$ cat src/rtl/sid_audio_pkg.sv
// Shared SID audio-path definitions: the sample type used between the filter,
// decimator and I2S stages, plus default decimation and FIFO sizing.
package sid_audio_pkg;

  localparam int unsigned SAMPLE_W       = 16;
  localparam int unsigned DECIM_LOG2_DEF = 4;
  localparam int unsigned FIFO_LOG2_DEF  = 2;

  typedef logic signed [SAMPLE_W-1:0] sample_t;

endpackage : sid_audio_pkg

$ cat src/rtl/sample_fifo.sv
// sample_fifo: small synchronous FIFO of audio samples with a registered head.
// Ports:
//   clk, rst_n   clock, async active-low reset
//   push         write push_data (accepted when not full, or full with pop)
//   push_data    sample to store
//   pop          advance head (ignored when empty)
//   head         current head; holds the last-popped value while empty
//   valid        FIFO not empty
//   level        occupancy, 0..2^FIFO_LOG2
//   full_c       combinational full flag
//   empty_c      combinational empty flag
module sample_fifo
  import sid_audio_pkg::*;
#(
  parameter int unsigned FIFO_LOG2 = FIFO_LOG2_DEF
) (
  input  logic               clk,
  input  logic               rst_n,
  input  logic               push,
  input  sample_t            push_data,
  input  logic               pop,
  output sample_t            head,
  output logic               valid,
  output logic [FIFO_LOG2:0] level,
  output logic               full_c,
  output logic               empty_c
);

  localparam int unsigned PW    = FIFO_LOG2 + 1;
  localparam int unsigned DEPTH = 1 << FIFO_LOG2;

  logic [PW-1:0] wr_ptr_q, wr_ptr_d;
  logic [PW-1:0] rd_ptr_q, rd_ptr_d;
  logic [PW-1:0] level_q, level_d;
  sample_t       mem_q [DEPTH];
  sample_t       mem_d [DEPTH];
  sample_t       head_q, head_d;
  logic          valid_q, valid_d;
  logic          wr_en_c, rd_en_c;

  // Pointers carry one extra wrap bit to tell full from empty.
  assign full_c  = (wr_ptr_q[PW-1] != rd_ptr_q[PW-1]) &&
                   (wr_ptr_q[FIFO_LOG2-1:0] == rd_ptr_q[FIFO_LOG2-1:0]);
  assign empty_c = (wr_ptr_q == rd_ptr_q);

  // A full FIFO still accepts a write when the head is popped on the same edge.
  assign wr_en_c = push & (~full_c | pop);
  assign rd_en_c = pop & ~empty_c;

  // Next-state: storage, pointers, occupancy and the registered head.
  always_comb begin
    mem_d    = mem_q;
    wr_ptr_d = wr_ptr_q;
    rd_ptr_d = rd_ptr_q;
    head_d   = head_q;
    if (wr_en_c) begin
      mem_d[wr_ptr_q[FIFO_LOG2-1:0]] = push_data;
      wr_ptr_d = wr_ptr_q + PW'(1);
    end
    if (rd_en_c) begin
      rd_ptr_d = rd_ptr_q + PW'(1);
    end
    level_d = wr_ptr_d - rd_ptr_d;
    valid_d = (level_d != '0);
    // Reading mem_d forwards a write into an empty FIFO straight to the head;
    // when the FIFO drains the head keeps the value just popped.
    if (valid_d) begin
      head_d = mem_d[rd_ptr_d[FIFO_LOG2-1:0]];
    end
  end

  always_ff @(posedge clk or negedge rst_n) begin
    if (!rst_n) begin
      for (int i = 0; i < int'(DEPTH); i++) begin
        mem_q[i] <= '0;
      end
      wr_ptr_q <= '0;
      rd_ptr_q <= '0;
      level_q  <= '0;
      head_q   <= '0;
      valid_q  <= 1'b0;
    end else begin
      mem_q    <= mem_d;
      wr_ptr_q <= wr_ptr_d;
      rd_ptr_q <= rd_ptr_d;
      level_q  <= level_d;
      head_q   <= head_d;
      valid_q  <= valid_d;
    end
  end

  assign head  = head_q;
  assign valid = valid_q;
  assign level = level_q;

endmodule : sample_fifo

$ cat src/rtl/sample_decimator.sv
// sample_decimator: averages 2^DECIM_LOG2 SID samples into one output sample,
// queues results in a small FIFO for the I2S encoder and keeps saturating
// underrun/overrun statistics.
// Optional build macro: DECIM_ROUND_EN -- round-half-up before the shift and
// saturate to 16 bits; without it the average is truncated (floor).
// Ports:
//   clk, rst_n     clock, async active-low reset
//   in_en          one-cycle sample strobe
//   in_sample      signed input sample, valid with in_en
//   out_take       one-cycle pop request
//   out_sample     FIFO head (last-popped value while empty)
//   out_valid      FIFO not empty
//   level          FIFO occupancy
//   clr_stats      synchronous clear of both counters
//   underrun_cnt   saturating count of pops while empty
//   overrun_cnt    saturating count of dropped pushes
module sample_decimator
  import sid_audio_pkg::*;
#(
  parameter int unsigned DECIM_LOG2 = DECIM_LOG2_DEF,
  parameter int unsigned FIFO_LOG2  = FIFO_LOG2_DEF
) (
  input  logic               clk,
  input  logic               rst_n,
  input  logic               in_en,
  input  sample_t            in_sample,
  input  logic               out_take,
  output sample_t            out_sample,
  output logic               out_valid,
  output logic [FIFO_LOG2:0] level,
  input  logic               clr_stats,
  output logic [7:0]         underrun_cnt,
  output logic [7:0]         overrun_cnt
);

  localparam int unsigned ACC_W = SAMPLE_W + DECIM_LOG2;
  localparam logic [DECIM_LOG2-1:0] PHASE_LAST = '1;

  logic signed [ACC_W-1:0] accum_q, accum_d;
  logic signed [ACC_W-1:0] sum_c;
  logic [DECIM_LOG2-1:0]   phase_q, phase_d;
  sample_t                 result_c;
  logic                    push_c;
  logic                    fifo_full_c, fifo_empty_c;
  logic                    underrun_inc_c, overrun_inc_c;
  logic [7:0]              underrun_cnt_q, underrun_cnt_d;
  logic [7:0]              overrun_cnt_q, overrun_cnt_d;

  // Running sum including the current sample; a full block of 2^DECIM_LOG2
  // 16-bit samples always fits in ACC_W bits.
  assign sum_c = accum_q + ACC_W'(in_sample);

`ifdef DECIM_ROUND_EN
  localparam int unsigned RND_W = ACC_W + 1;
  localparam logic signed [RND_W-1:0] RND_HALF = RND_W'(1 << (DECIM_LOG2 - 1));
  localparam logic signed [RND_W-1:0] SAT_MAX  = RND_W'(32767);
  localparam logic signed [RND_W-1:0] SAT_MIN  = RND_W'(-32768);

  logic signed [RND_W-1:0] rnd_sum_c, rnd_shift_c;

  // Round half up, then clamp to the 16-bit sample range.
  always_comb begin
    rnd_sum_c   = RND_W'(sum_c) + RND_HALF;
    rnd_shift_c = rnd_sum_c >>> DECIM_LOG2;
    result_c    = SAMPLE_W'(rnd_shift_c);
    if (rnd_shift_c > SAT_MAX) begin
      result_c = SAMPLE_W'(SAT_MAX);
    end else if (rnd_shift_c < SAT_MIN) begin
      result_c = SAMPLE_W'(SAT_MIN);
    end
  end
`else
  // Arithmetic shift floors the average; the result always fits 16 bits.
  assign result_c = SAMPLE_W'(sum_c >>> DECIM_LOG2);
`endif

  // Accumulate on each strobe; the last strobe of a block pushes and restarts.
  always_comb begin
    accum_d = accum_q;
    phase_d = phase_q;
    push_c  = 1'b0;
    if (in_en) begin
      if (phase_q == PHASE_LAST) begin
        accum_d = '0;
        phase_d = '0;
        push_c  = 1'b1;
      end else begin
        accum_d = sum_c;
        phase_d = phase_q + DECIM_LOG2'(1);
      end
    end
  end

  // A full FIFO with a same-cycle take accepts the push, so only count a drop
  // when no take frees a slot.
  assign underrun_inc_c = out_take & fifo_empty_c;
  assign overrun_inc_c  = push_c & fifo_full_c & ~out_take;

  // Saturating statistics; clear wins over a same-cycle increment.
  always_comb begin
    underrun_cnt_d = underrun_cnt_q;
    overrun_cnt_d  = overrun_cnt_q;
    if (clr_stats) begin
      underrun_cnt_d = '0;
      overrun_cnt_d  = '0;
    end else begin
      if (underrun_inc_c && (underrun_cnt_q != 8'hFF)) begin
        underrun_cnt_d = underrun_cnt_q + 8'd1;
      end
      if (overrun_inc_c && (overrun_cnt_q != 8'hFF)) begin
        overrun_cnt_d = overrun_cnt_q + 8'd1;
      end
    end
  end

  always_ff @(posedge clk or negedge rst_n) begin
    if (!rst_n) begin
      accum_q        <= '0;
      phase_q        <= '0;
      underrun_cnt_q <= '0;
      overrun_cnt_q  <= '0;
    end else begin
      accum_q        <= accum_d;
      phase_q        <= phase_d;
      underrun_cnt_q <= underrun_cnt_d;
      overrun_cnt_q  <= overrun_cnt_d;
    end
  end

  sample_fifo #(
    .FIFO_LOG2 (FIFO_LOG2)
  ) u_fifo (
    .clk       (clk),
    .rst_n     (rst_n),
    .push      (push_c),
    .push_data (result_c),
    .pop       (out_take),
    .head      (out_sample),
    .valid     (out_valid),
    .level     (level),
    .full_c    (fifo_full_c),
    .empty_c   (fifo_empty_c)
  );

  assign underrun_cnt = underrun_cnt_q;
  assign overrun_cnt  = overrun_cnt_q;

endmodule : sample_decimator

$ cat config.mk
export PLATFORM = sky130hd
export DESIGN_NAME = sample_decimator
export DESIGN_NICKNAME = d
export VERILOG_FILES = /design/src/rtl/sid_audio_pkg.sv /design/src/rtl/sample_fifo.sv /design/src/rtl/sample_decimator.sv
export SDC_FILE = /design/constraint.sdc
export NUM_CORES = 1
export LEC_CHECK = 0
export CAP_MARGIN = 10
export CORE_MARGIN = 8
export CORE_UTILIZATION = 30
export DETAILED_ROUTE_END_ITERATION = 16
export PLACE_DENSITY = 0.47
export SYNTH_ARGS = -nofsm -noshare
export SYNTH_HDL_FRONTEND = slang
export SYNTH_SLANG_ARGS = --single-unit
$ cat constraint.sdc
create_clock -name clk -period 6.1 [get_ports clk]
set_input_delay 0.61 -clock clk [delete_from_list [all_inputs] [get_ports clk]]
set_output_delay 0.61 -clock clk [all_outputs]
set_load 0.005 [all_outputs]
# Yosys cells after proc, flatten, opt, wreduce, memory -nomap -nowiden
# Cells that the tools add are included.
[op_classes]
n_addsub = 7
multipliers = 0
n_div = 0
n_lt_le_gt_ge = 3
n_eq_ne = 6
n_shift = 0
muxes = 17
bitwise_logic = 11
reduce_logical = 7
[ops]
columns = ["operator", "count"]
rows = [
  ["$bwmux 64", 1],
  ["$mux 64", 1],
  ["$mux 16", 3],
  ["$bmux 16 s2", 1],
  ["$demux 16 s2", 1],
  ["$mux 8", 4],
  ["$add 20x16->20", 1],
  ["$mux 20", 1],
  ["$add 8x1->8 const B", 2],
  ["$ne 8x8->1 const B", 2],
  ["$add 3x1->3 const B", 2],
  ["$ge 3x3->1 const B", 2],
  ["$mux 3", 2],
  ["$not 2->3", 2],
  ["$and 1x1->1", 5],
  ["$add 4x1->4 const B", 1],
  ["$eq 4x4->1 const B", 1],
  ["$logic_and 1x1->1", 4],
  ["$mux 4", 1],
  ["$reduce_bool 2->1", 2],
  ["$eq 3x3->1", 1],
  ["$lt 3x1->1 const B", 1],
  ["$not 1->1", 3],
  ["$reduce_bool 3->1", 1],
  ["5 further kinds", 6],
]
[totals]
ff_bits = 130
latch_bits = 0
ram_bits = 0
romBits = 0
in_bits = 21
elab_cells = 64
n_memories = 0

# Depth between registers and ports, before layout
# Gate-level depths: netlist of run 1.
[depth]
ltp_word = 10
depth_mapped = 16
depth_no_buf = 15

# Hierarchy
# Synthesis of run 1 repeated with hierarchy kept, for this count alone.
[unflattened]
hier_cells = 547
area_unflattened_um2 = 6910.4
[modules_own_cells]
columns = ["mod", "instances", "cells_per_inst", "area_each_um2", "seq_area_each_um2"]
rows = [
  ["sample_fifo", 1, 248, 4132.7, 2252.2],
  ["sample_decimator", 1, 299, 2777.7, 1001.0],
]

# Worst setup path before layout of run 1
# No wires, ideal clock.
[synth_timing]
path_type = "register -> register"
from = "register u_fifo.rd_ptr_q[2]"
to = "register u_fifo.head_q[14] (netlist: u_fifo.head[14])"
setup_ns = 0.066
arrival_ns = 3.356
slack_ns = 2.678
stages_incl_launch_ff = 14
n_path_buf = 1
period_less_slack_ns = 3.422
cell_sequence = "dfrtp_1 > xor2_1 > o31ai_4 > xor2_2 > inv_2 > clkbuf_1 > ha_1 > inv_1 > fa_1 > xor2_1 > mux2_4 > or4_1 > o2bb2ai_1 > nand2_1"
[synth_rtl]
columns = ["item", "line", "text"]
rows = [
  ["from (decl)", "sample_fifo.sv:33", "logic [PW-1:0] rd_ptr_q, rd_ptr_d;"],
  ["from (signal assigned)", "sample_fifo.sv:85", "rd_ptr_q <= rd_ptr_d;"],
  ["$eq 3x3->1 (*)", "sample_fifo.sv:44", "assign empty_c = (wr_ptr_q == rd_ptr_q);"],
  ["$not 1->1 (*)", "sample_fifo.sv:48", "assign rd_en_c = pop & ~empty_c;"],
  ["$and 1x1->1 (*)", "sample_fifo.sv:48", ""],
  ["$mux 3 (*)", "sample_fifo.sv:60", "if (rd_en_c) begin"],
  ["via u_fifo.rd_ptr_d[0]", "sample_fifo.sv:33", ""],
  ["parallel branches: the longest is 4 deep, another holds $sub 3x3->3", "--", ""],
  ["to (signal assigned)", "sample_fifo.sv:80", "head_q <= '0;"],
  ["to (signal assigned)", "sample_fifo.sv:87", "head_q <= head_d;"],
  ["to (decl)", "sample_fifo.sv:37", "sample_t head_q, head_d;"],
]
# Mark *: on every way through the listed nets, which the timed path passes. The select of a mux whose other input is x is not followed.
# A chain may end at the register's enable or synchronous reset.

# Worst setup path in the final report of run 1
[layout_timing]
from = "register u_fifo.wr_ptr_q[2]"
to = "register u_fifo.head_q[12] (netlist: u_fifo.head[12])"
[layout_between]
elab_chain_len = 9
[layout_rtl]
columns = ["item", "line", "text"]
rows = [
  ["from (decl)", "sample_fifo.sv:32", "logic [PW-1:0] wr_ptr_q, wr_ptr_d;"],
  ["from (signal assigned)", "sample_fifo.sv:84", "wr_ptr_q <= wr_ptr_d;"],
  ["parallel branches: the longest is 9 deep, another holds $add 3x1->3", "--", ""],
]
# Several ways; the timed one is not identified. The select of a mux whose other input is x is not followed.

==> flow_summary.toml, run 1 <==
[critical_path]
worstRegToRegCells = 13
endpoint = "u_fifo.head[12]$_DFFE_PN0P_"
endpoint_kind = "flop"
crit_required_ns = 6.44
r2r-start = "u_fifo.wr_ptr_q[2]$_DFF_PN0_"
rr_endpoint = "u_fifo.head[12]$_DFFE_PN0P_"
startpoint = "u_fifo.wr_ptr_q[2]$_DFF_PN0_"
cp_max_fo = 18
path_class = "reg2reg"
cp-start-kind = "flop"
crit_arrival_ns = 4.35
r2r_setup_slack_ns = 2.10

[synth]
synth_edf_count = 0
synth_nets = 805
synth_cell_types = 65
syn_inst = 754
synth.cell_area_sq_um = 6990
synth-seq-area-share_pct = 46.5
synthArstFlopShare_pct = 100
ys_ff_latch = 130
yosys_warnings = 0
synth_flop_cell = "dfrtp_1"
syn_avg_cell_area_sq_um = 9.28

[cts]
cts_sinks = 130
ctsHoldBuffers = 0
htreeDepth = 4
post-cts-setup-buffer-count = 0
clk_pin_slew_worst_paths_ns = 0.06
clk_latency_ns = 0.43
clk_path_buf_depth = 2
cts_root_buffer = "clkbuf_16"
cts_resized = 0
cts_tree = "built"
numCtsBuffers = 17

[global_route]
grt_pass1_wl_um = 33100
grtUsageMet1_pct = 20.3
grt_use_met3_pct = 3.35
grt-busiest-layer = "met2"
grt_overflow = 0
grt_use_total_pct = 14.8
grt_start_max_net_pins = 70
antenna_found_initial = 0
grt_pass1_vias = 5823
grtUsageMet2_pct = 23.2

[detailed_routing]
first_pass_iters = 4
detail_route.wl_per_cell_um = 17.7
drcViolationCount = 0
detail_route.iter0.violations = 391
vias = 5607
vias_per_cell = 4.95
ant_nets = 0
detail_route.wirelength_um = 20000

[timing]
fmax_mhz = 250
finalCritPeriodShare_pct = 65.6
setup_tns_ns = 0
fin_ws_ns = 2.10
finalSetupViolCount = 0
max_slew_margin_pct = 33.2
fin_skew_ns = 0.0177
worst_slew_pin_slew_ns = 0.998
hold_viol = 0
drv_slew = 0
min_period_ns = 4.00
rsz0062_at_grt = "no"

[floorplanning]
io_pins = 57
core_area_sq_um = 23200
die_h_um = 169
dieWidth_um = 169
die_area_sq_um = 28500
rows = 56
initial_core_util_pct = 30.2

[placement]
hpwl_um = 13600
port_buffers = 56
dp_slack_ns = 1.74
place_congestion = 0.830

[power]
power_density_nw_per_um2 = 586
p_leak_nw = 3.73
peakVddDrop_v = 0.000266

[worst_hold_path]
holdCritPathClass = "in2async"

[finish]
seq_area_sq_um = 3250
multiInputGateArea_sq_um = 3410
post-route-util_pct = 36.8
antennaDiodeCount = 0
final_net_count = 851
syn2layout_area_growth_pct = 22.0
layout-drive-gt1-share_pct = 8.12
fillers = 2406

[outcome]
status = "finished, final reports clean"

[run]
cap_violations = 0
==> metrics by stage <==
stage                     total power (W)  std cells  hold WS, ns  instance area [sq um]
final                             0.00500       1132        0.204                   8540
after global routing              0.00543       1132        0.267                   8540
after CTS                         0.00507       1132        0.233                   8540
after detailed placement          0.00386       1100        0.464                   7870
after global placement            0.00385       1100        0.454                   7870
after floorplan                   0.00308        754        0.314                   6990
==> layer usage <==
metal | wire length, um | vias to the layer above
met5 | 0 | -
met4 | 265 | 0
met3 | 748 | 17
met2 | 9150 | 99
met1 | 9880 | 2708
li1 | - | 2783
==> registers in the layout (all words and copies together) (netlist names) <==
register,flops
u_fifo.level,3
u_fifo.rd_ptr_q,3
u_fifo.mem_q,64
phase_q,4
overrun_cnt,8
u_fifo.head,16
u_fifo.wr_ptr_q,3
underrun_cnt,8
accum_q,20
u_fifo.valid,1
==> synth_stat cells (3+ instances only) <==
| library cell | count | area share (%) |
|---|---|---|
| a221oi_1 | 3 | 0.38 |
| o2111ai_1 | 4 | 0.50 |
| o22ai_1 | 20 | 1.8 |
| a21o_1 | 6 | 0.64 |
| mux2i_1 | 8 | 1.1 |
| o21ai_0 | 70 | 5.0 |
| a21oi_1 | 29 | 2.1 |
| nand3_1 | 22 | 1.6 |
| ha_1 | 28 | 5.0 |
| dfrtp_1 | 130 | 47 |
| o21a_1 | 5 | 0.54 |
| or3_1 | 6 | 0.54 |
| buf_1 | 5 | 0.27 |
| o311ai_0 | 3 | 0.38 |
| o211ai_1 | 11 | 1.2 |
| mux2_2 | 12 | 1.9 |
| and3_1 | 4 | 0.36 |
| xnor2_1 | 19 | 2.4 |
| o21bai_1 | 3 | 0.32 |
| buf_2 | 12 | 0.86 |
| nand4_1 | 7 | 0.63 |
| nor4_1 | 6 | 0.54 |
| nor2_1 | 53 | 2.8 |
| a31oi_1 | 10 | 0.89 |
| and2_1 | 6 | 0.54 |
| a2111oi_0 | 3 | 0.38 |
| nor2b_1 | 3 | 0.27 |
| a221o_1 | 3 | 0.43 |
| a32oi_1 | 3 | 0.38 |
| nor3_1 | 23 | 1.6 |
| clkbuf_1 | 21 | 1.1 |
| a41oi_1 | 3 | 0.38 |
| xor2_1 | 19 | 2.4 |
| nand2_1 | 105 | 5.6 |
| o31ai_1 | 5 | 0.54 |
| a211oi_1 | 6 | 0.64 |
| inv_1 | 41 | 2.2 |
==> cell type report <==
type	count	share of cell area, %
clock buffer	21	5.51
clock inverter	11	2.35
inverter	43	1.89
multi-input combinational	542	40.0
sequential	130	38.1
tap	319	4.68
timing repair buffer	66	7.46
==> worst max-delay path, stage by stage (launching register included) <==
cell,delay (ns)
dfrtp_1,0.43
xor2_1,0.40
nand4_1,0.32
and2_1,0.29
xnor2_1,0.21
ha_1,0.18
inv_1,0.05
fa_1,0.37
xor2_1,0.29
mux2_4,0.44
inv_2,0.30
nand2_1,0.14
a2111o_1,0.40
o211ai_1,0.10
==> cell usage in the layout (no fill, tap or decap), types with 11 or more instances in the layout <==
| cell type | n |
|---|---|
| nand2_1 | 105 |
| nor2_1 | 53 |
| nor3_1 | 23 |
| dfrtp_1 | 130 |
| ha_1 | 28 |
| clkdlybuf4s50_1 | 55 |
| a21oi_1 | 29 |
| clkbuf_16 | 17 |
| o22ai_1 | 20 |
| mux2_2 | 12 |
| xor2_1 | 19 |
| xnor2_1 | 19 |
| nand3_1 | 22 |
| o211ai_1 | 11 |
| inv_1 | 41 |
| o21ai_0 | 70 |
==> power by group <==
group	switching, W	internal (W)
registers	0.000167	0.00118
clock network	0.000416	0.000762
logic	0.00156	0.000925
==> how the worst min path moves through the flow <==
stage | from | end | slack [ns] | depth (start not counted)
after floorplan | rst_n | accum_q[0]$_DFFE_PN0P_ | 0.31 | 0
after global placement | u_fifo.mem_q[24]$_DFF_PN0_ | u_fifo.mem_q[24]$_DFF_PN0_ | 0.45 | 2
after detailed placement | u_fifo.mem_q[58]$_DFF_PN0_ | u_fifo.mem_q[58]$_DFF_PN0_ | 0.46 | 2
after CTS | rst_n | u_fifo.mem_q[60]$_DFF_PN0_ | 0.23 | 1
after global routing | rst_n | u_fifo.mem_q[28]$_DFF_PN0_ | 0.27 | 1
final | rst_n | u_fifo.wr_ptr_q[2]$_DFF_PN0_ | 0.20 | 1
==> kinds of logic after synthesis <==
family	share of synthesized area (%)
compound gates	19.0
xor+xnor	4.99
fa+ha+maj	5.58
buf+inv	4.67
flops	46.5
mux	3.61
simple gates	15.7
No activity file was read; power rests on OpenSTA's default activity.
==> run 2, diff against run 1 <==
Clock period 6.1 ns to 3.8 ns, I/O delays scaled along.
==> flow_summary.toml, run 2 (synthesis gave the netlist of run 1 again) <==
[outcome]
status = "finished, final reports clean"

[critical_path]
crit_required_ns = 4.13
startpoint = "phase_q[0]$_DFFE_PN0P_"
r2r_setup_slack_ns = 0.34
path_class = "reg2reg"
worstRegToRegCells = 13
crit_arrival_ns = 3.78
r2r-start = "phase_q[0]$_DFFE_PN0P_"
endpoint_kind = "flop"
endpoint = "u_fifo.head[13]$_DFFE_PN0P_"
cp_max_fo = 8
cp-start-kind = "flop"
rr_endpoint = "u_fifo.head[13]$_DFFE_PN0P_"

[timing]
worst_slew_pin_slew_ns = 0.921
min_period_ns = 3.46
drv_slew = 0
fin_skew_ns = 0.0134
setup_tns_ns = 0
fin_ws_ns = 0.344
rsz0062_at_grt = "no"
fmax_mhz = 289
finalCritPeriodShare_pct = 91.0
finalSetupViolCount = 0
hold_viol = 0
max_slew_margin_pct = 38.6

[placement]
hpwl_um = 14400
port_buffers = 56
dp_slack_ns = 0.0892
place_congestion = 0.837

[floorplanning]
die_area_sq_um = 28500
core_area_sq_um = 23200
rows = 56
initial_core_util_pct = 30.2
die_h_um = 169
dieWidth_um = 169
io_pins = 57

[detailed_routing]
drcViolationCount = 0
ant_nets = 0
detail_route.wirelength_um = 20000
vias_per_cell = 4.91
first_pass_iters = 4
detail_route.wl_per_cell_um = 17.3
vias = 5686
detail_route.iter0.violations = 403

[cts]
clk_path_buf_depth = 2
ctsHoldBuffers = 0
clk_latency_ns = 0.42
post-cts-setup-buffer-count = 0
cts_root_buffer = "clkbuf_16"
htreeDepth = 4
numCtsBuffers = 17
cts_tree = "built"
cts_resized = 0
clk_pin_slew_worst_paths_ns = 0.06
cts_sinks = 130

[finish]
layout_commonest_cell = "dfrtp_1"
final_net_count = 878
largest_reg_flops = 64
post-route-util_pct = 37.4
largest_register = "u_fifo.mem_q"
layout-drive-gt1-share_pct = 11.3
final_cell_mix = "dfrtp_1 (130), nand2_1 (105), o21ai_0 (70)"
antennaDiodeCount = 0
syn2layout_area_growth_pct = 24.0
fillers = 2390

[global_route]
grt_start_max_net_pins = 96
grt_pass1_wl_um = 33200
grt_pass1_vias = 5949
antenna_found_initial = 0
grt_overflow = 0
grt_use_total_pct = 14.7

[power]
p_sw_w = 0.00356
peakVddDrop_v = 0.000415
p_leak_nw = 3.84
pwr-share-clk_pct = 20.3
power_frac_seq_pct = 26.4
swShare_pct = 43.5
internal_power_w = 0.00461
power_density_nw_per_um2 = 942
pwr-share-comb_pct = 53.4

[run]
cap_violations = 0

[worst_hold_path]
holdCritPathClass = "in2async"
==> run 2: changes by cell type in the layout (fill, tap and decap cells not counted), sizes merged <==
| cell | before | now |
|---|---|---|
| clkbuf | 21 | 19 |
| bufinv | 5 | 1 |
| buf | 11 | 38 |
| inv | 44 | 51 |
| clkinvlp | 2 | 1 |
==> run 2: worst min-delay path by stage <==
stage,end,cells past startpoint
detailed placement,u_fifo.mem_q[58]$_DFF_PN0_,2
finish,u_fifo.level[0]$_DFF_PN0_,1
global placement,u_fifo.mem_q[24]$_DFF_PN0_,2
CTS,u_fifo.level[0]$_DFF_PN0_,1
floorplan,accum_q[0]$_DFFE_PN0P_,0
global route,u_fifo.wr_ptr_q[2]$_DFF_PN0_,1
==> run 2: final cells by class <==
type	count	area [sq um]	share of cell area, %
well taps	319	399	4.60
multi-input cells	542	3420	39.4
clock inverters	13	135	1.56
flip-flops and latches	130	3250	37.5
inverters	43	161	1.86
repair buffers	93	852	9.83
clock buffers	19	453	5.22
==> run 2: layer usage <==
layer | track usage (%) | up-vias | wire length, um
li1 | - | 2841 | -
met2 | 23.4 | 91 | 9220
met4 | 3.88 | 0 | 311
met5 | 0 | - | 0
met1 | 19.6 | 2739 | 9700
met3 | 3.61 | 15 | 812
==> run 2: critical path: stages, from the launching register on <==
cell      delay [ns]
dfrtp_1         0.42
ha_1            0.26
and4_2          0.28
and2_1          0.18
xnor2_1         0.18
ha_1            0.17
inv_1           0.04
fa_1            0.37
xor2_1          0.27
mux2_4          0.38
buf_4           0.18
nor2_1          0.23
o311ai_0        0.18
o21ai_0         0.22
==> run 2: stage by stage <==
step / power, W / cell area (sq um) / hold slack (ns) / std cells
2_1_floorplan: 0.00495 / 6990 / 0.0844 / 754
3_3_place_gp: 0.00654 / 8080 / 0.453 / 1127
3_5_place_dp: 0.00657 / 8080 / 0.462 / 1127
4_1_cts: 0.00828 / 8670 / 0.107 / 1159
5_1_grt: 0.00888 / 8670 / 0.129 / 1159
6_report: 0.00817 / 8670 / 0.0663 / 1159
==> run 2: power groups by stage <==
| stage | Sequential, W | Clock, W | Combinational [W] |
|---|---|---|---|
| 2_1_floorplan | 0.00211 | 0 | 0.00284 |
| 4_1_cts | 0.00216 | 0.00170 | 0.00442 |
| 3_5_place_dp | 0.00218 | 0 | 0.00439 |
| 6_report | 0.00215 | 0.00165 | 0.00436 |
| 5_1_grt | 0.00221 | 0.00176 | 0.00491 |
| 3_3_place_gp | 0.00218 | 0 | 0.00437 |
==> edit: new RTL, settings of run 1 <==
The package constant `DECIM_LOG2_DEF` goes from 4 to 2.
--- a/src/rtl/sid_audio_pkg.sv
+++ b/src/rtl/sid_audio_pkg.sv
@@ -3,7 +3,7 @@
 package sid_audio_pkg;
 
   localparam int unsigned SAMPLE_W       = 16;
-  localparam int unsigned DECIM_LOG2_DEF = 4;
+  localparam int unsigned DECIM_LOG2_DEF = 2;
   localparam int unsigned FIFO_LOG2_DEF  = 2;
 
   typedef logic signed [SAMPLE_W-1:0] sample_t;
Formal check against the unedited RTL: not equivalent (a bounded check fails within 10 cycles, from zero or initial values and one cycle with rst_n low).
==> edit against run 1 <==
  * Sequential share of layout area rose by 2.0 points
  * Total power fell by 5.5%
  * Cell area fell by 7.8%
  * Synthesized cell count fell by 8.8%
  * Via count fell by 6.8%
  * Sequential cell count fell by 4
  * Wire length fell by 12%
  * Synthesized area fell by 6.5%
  * Setup slack got worse by 570 ps
  * Critical path type unchanged
==> edit: results (changes against run 1) <==
PostCTS Resize Cnt: 0 (unchanged)
Global placer's final weighted congestion: 0.7899 (-4.8%)
Unique masters post-synth: 61 (-6.2%)
CP max FO: 29 (+11)
GRT Total Usage: 0.1371 (-0.01098)
Synthesis Warnings: 0 (unchanged)
Leak: 3.440 nW (-7.8%)
Vias in the first global route: 5355 (-8.0%)
Outcome: complete, no violations
Final wirelength: 17560 µm (-12%)
Top cells by count, synth: dfrtp_1, nand2_1, o21ai_0
Maximum vdd drop: 316.7 µV (+19%)
Top delay family on crit path: buffers and inverters
Detailed Place HPWL: 12170 µm (-10%)
Biggest register: u_fifo.mem_q
Critical path's slowest cell: inv_1
CTS HTree Levels: 4 (unchanged)
Worst R2R Setup Slack: 1530 ps (-570 ps)
Slowest stage delay, CP: 510 ps (+70 ps)
FF-to-FF path depth: 15 (+2)
Initial antenna violation count: 0 (unchanged)
Register area share after synthesis: 0.4819 (+0.01681)
Pin count of the biggest net entering global routing: 81 (+16%)
Min-delay worst type: primary input to asynchronous set/reset pin
IO Port Bufs: 56 (unchanged)
# diodes: 0 (unchanged)
First-pass GRT wire length: 28790 µm (-13%)
Final clock skew: 6.708 ps (-11.03 ps)
Vias: 5224 (-6.8%)
Layout net count: 783 (-8.0%)
First-pass iteration count of the detailed router: 5 (+1)
Ys async rst share: 1.000 (unchanged)
CTS buffer count: 17 (unchanged)
Post-Syn Nets: 737 (-8.4%)
Postcts setup bufs: 0 (unchanged)
WP data arrival: 4870 ps (+520 ps)
Max FFs per register: 64 (unchanged)
Worst-path clk slew: 60 ps (about the same)
Max clock buf depth: 2 (unchanged)
Clk_lat worst skew: 410 ps (-20 ps)
Critical Path End: u_fifo.head[13]
Top post-synthesis cells by area: dfrtp_1, o21ai_0, nand2_1
Layout cells sized above 1: 0.07909 (-0.002092)
DRT iter0 DRCs: 309 (-21%)
Slew HR: 0.3003 (-0.03176)
Crit path kind: flip-flop to flip-flop
CTS root buffer: clkbuf_16
Reg-to-Reg Start: u_fifo.rd_ptr_q[0]
==> edit: changes by cell type after synthesis, sizes merged, moves of 5 or more <==
cell / before / now
xnor2: 19 / 14
inv: 43 / 36
nand2b: 2 / 10
a21oi: 29 / 16
mux2: 13 / 7
o211ai: 11 / 21
nand2: 106 / 95
o21ai: 72 / 78
nor3: 23 / 9
a211o: 0 / 5
==> edit: through the flow <==
stage                     worst slack, ps  std cells  hold WS [ps]  power [mW]  area, µm²
after global routing                 1089       1026         456.1       5.161       7870
after global placement               1428        995         461.0       3.834       7361
final                                1529       1026         371.5       4.728       7870
after CTS                            1466       1026         420.7       4.804       7870
after floorplan                      2576        688         314.4       3.118       6543
after detailed placement             1305        995         466.4       3.885       7361
==> edit: cells by family (layout without fill, tap and decap cells) <==
kind of cell,count (synthesis),after routing,share of synthesized area
fa+ha+maj,28,28,0.05584
simple gates,223,223,0.1572
flops,126,126,0.4819
mux,14,14,0.02467
xor+xnor,32,32,0.04609
compound gates,192,192,0.1895
buf+inv,73,131,0.04475
==> edit: report_power, final <==
group	internal, mW	switching (mW)	total, mW
logic	0.963	1.50	2.46
registers	1.20	0.181	1.38
clock network	0.530	0.354	0.884
total	2.70	2.03	4.73
==> edit: final cells by class <==
class	count	area (µm²)
Inverter	36	135.1
Multi-Input combinational cell	489	3104
Fill cell	2231	13750
Clock inverter	9	45.04
Timing Repair Buffer	64	618.1
Tap cell	280	350.3
Sequential cell	126	3153
Clock buffer	22	464.2
==> edit: worst min path at each step <==
stage	slack, ps	to	depth (start not counted)	start
after floorplan	310	accum_q[0]	0	rst_n
after global placement	460	u_fifo.mem_q[6]	2	u_fifo.mem_q[6]
after detailed placement	470	u_fifo.mem_q[37]	2	u_fifo.mem_q[37]
after CTS	420	accum_q[1]	1	rst_n
after global routing	460	accum_q[1]	1	rst_n
final	370	accum_q[1]	1	rst_n
==> edit: per-layer routing <==
| metal | GRT usage | vias to the layer above | share of wire |
|---|---|---|---|
| met1 | 0.1736 | 2564 | 0.46 |
| met4 | 0.04091 | 0 | 0.014 |
| li1 | - | 2539 | - |
| met2 | 0.2237 | 106 | 0.48 |
| met5 | 0 | - | 0 |
| met3 | 0.03831 | 15 | 0.045 |
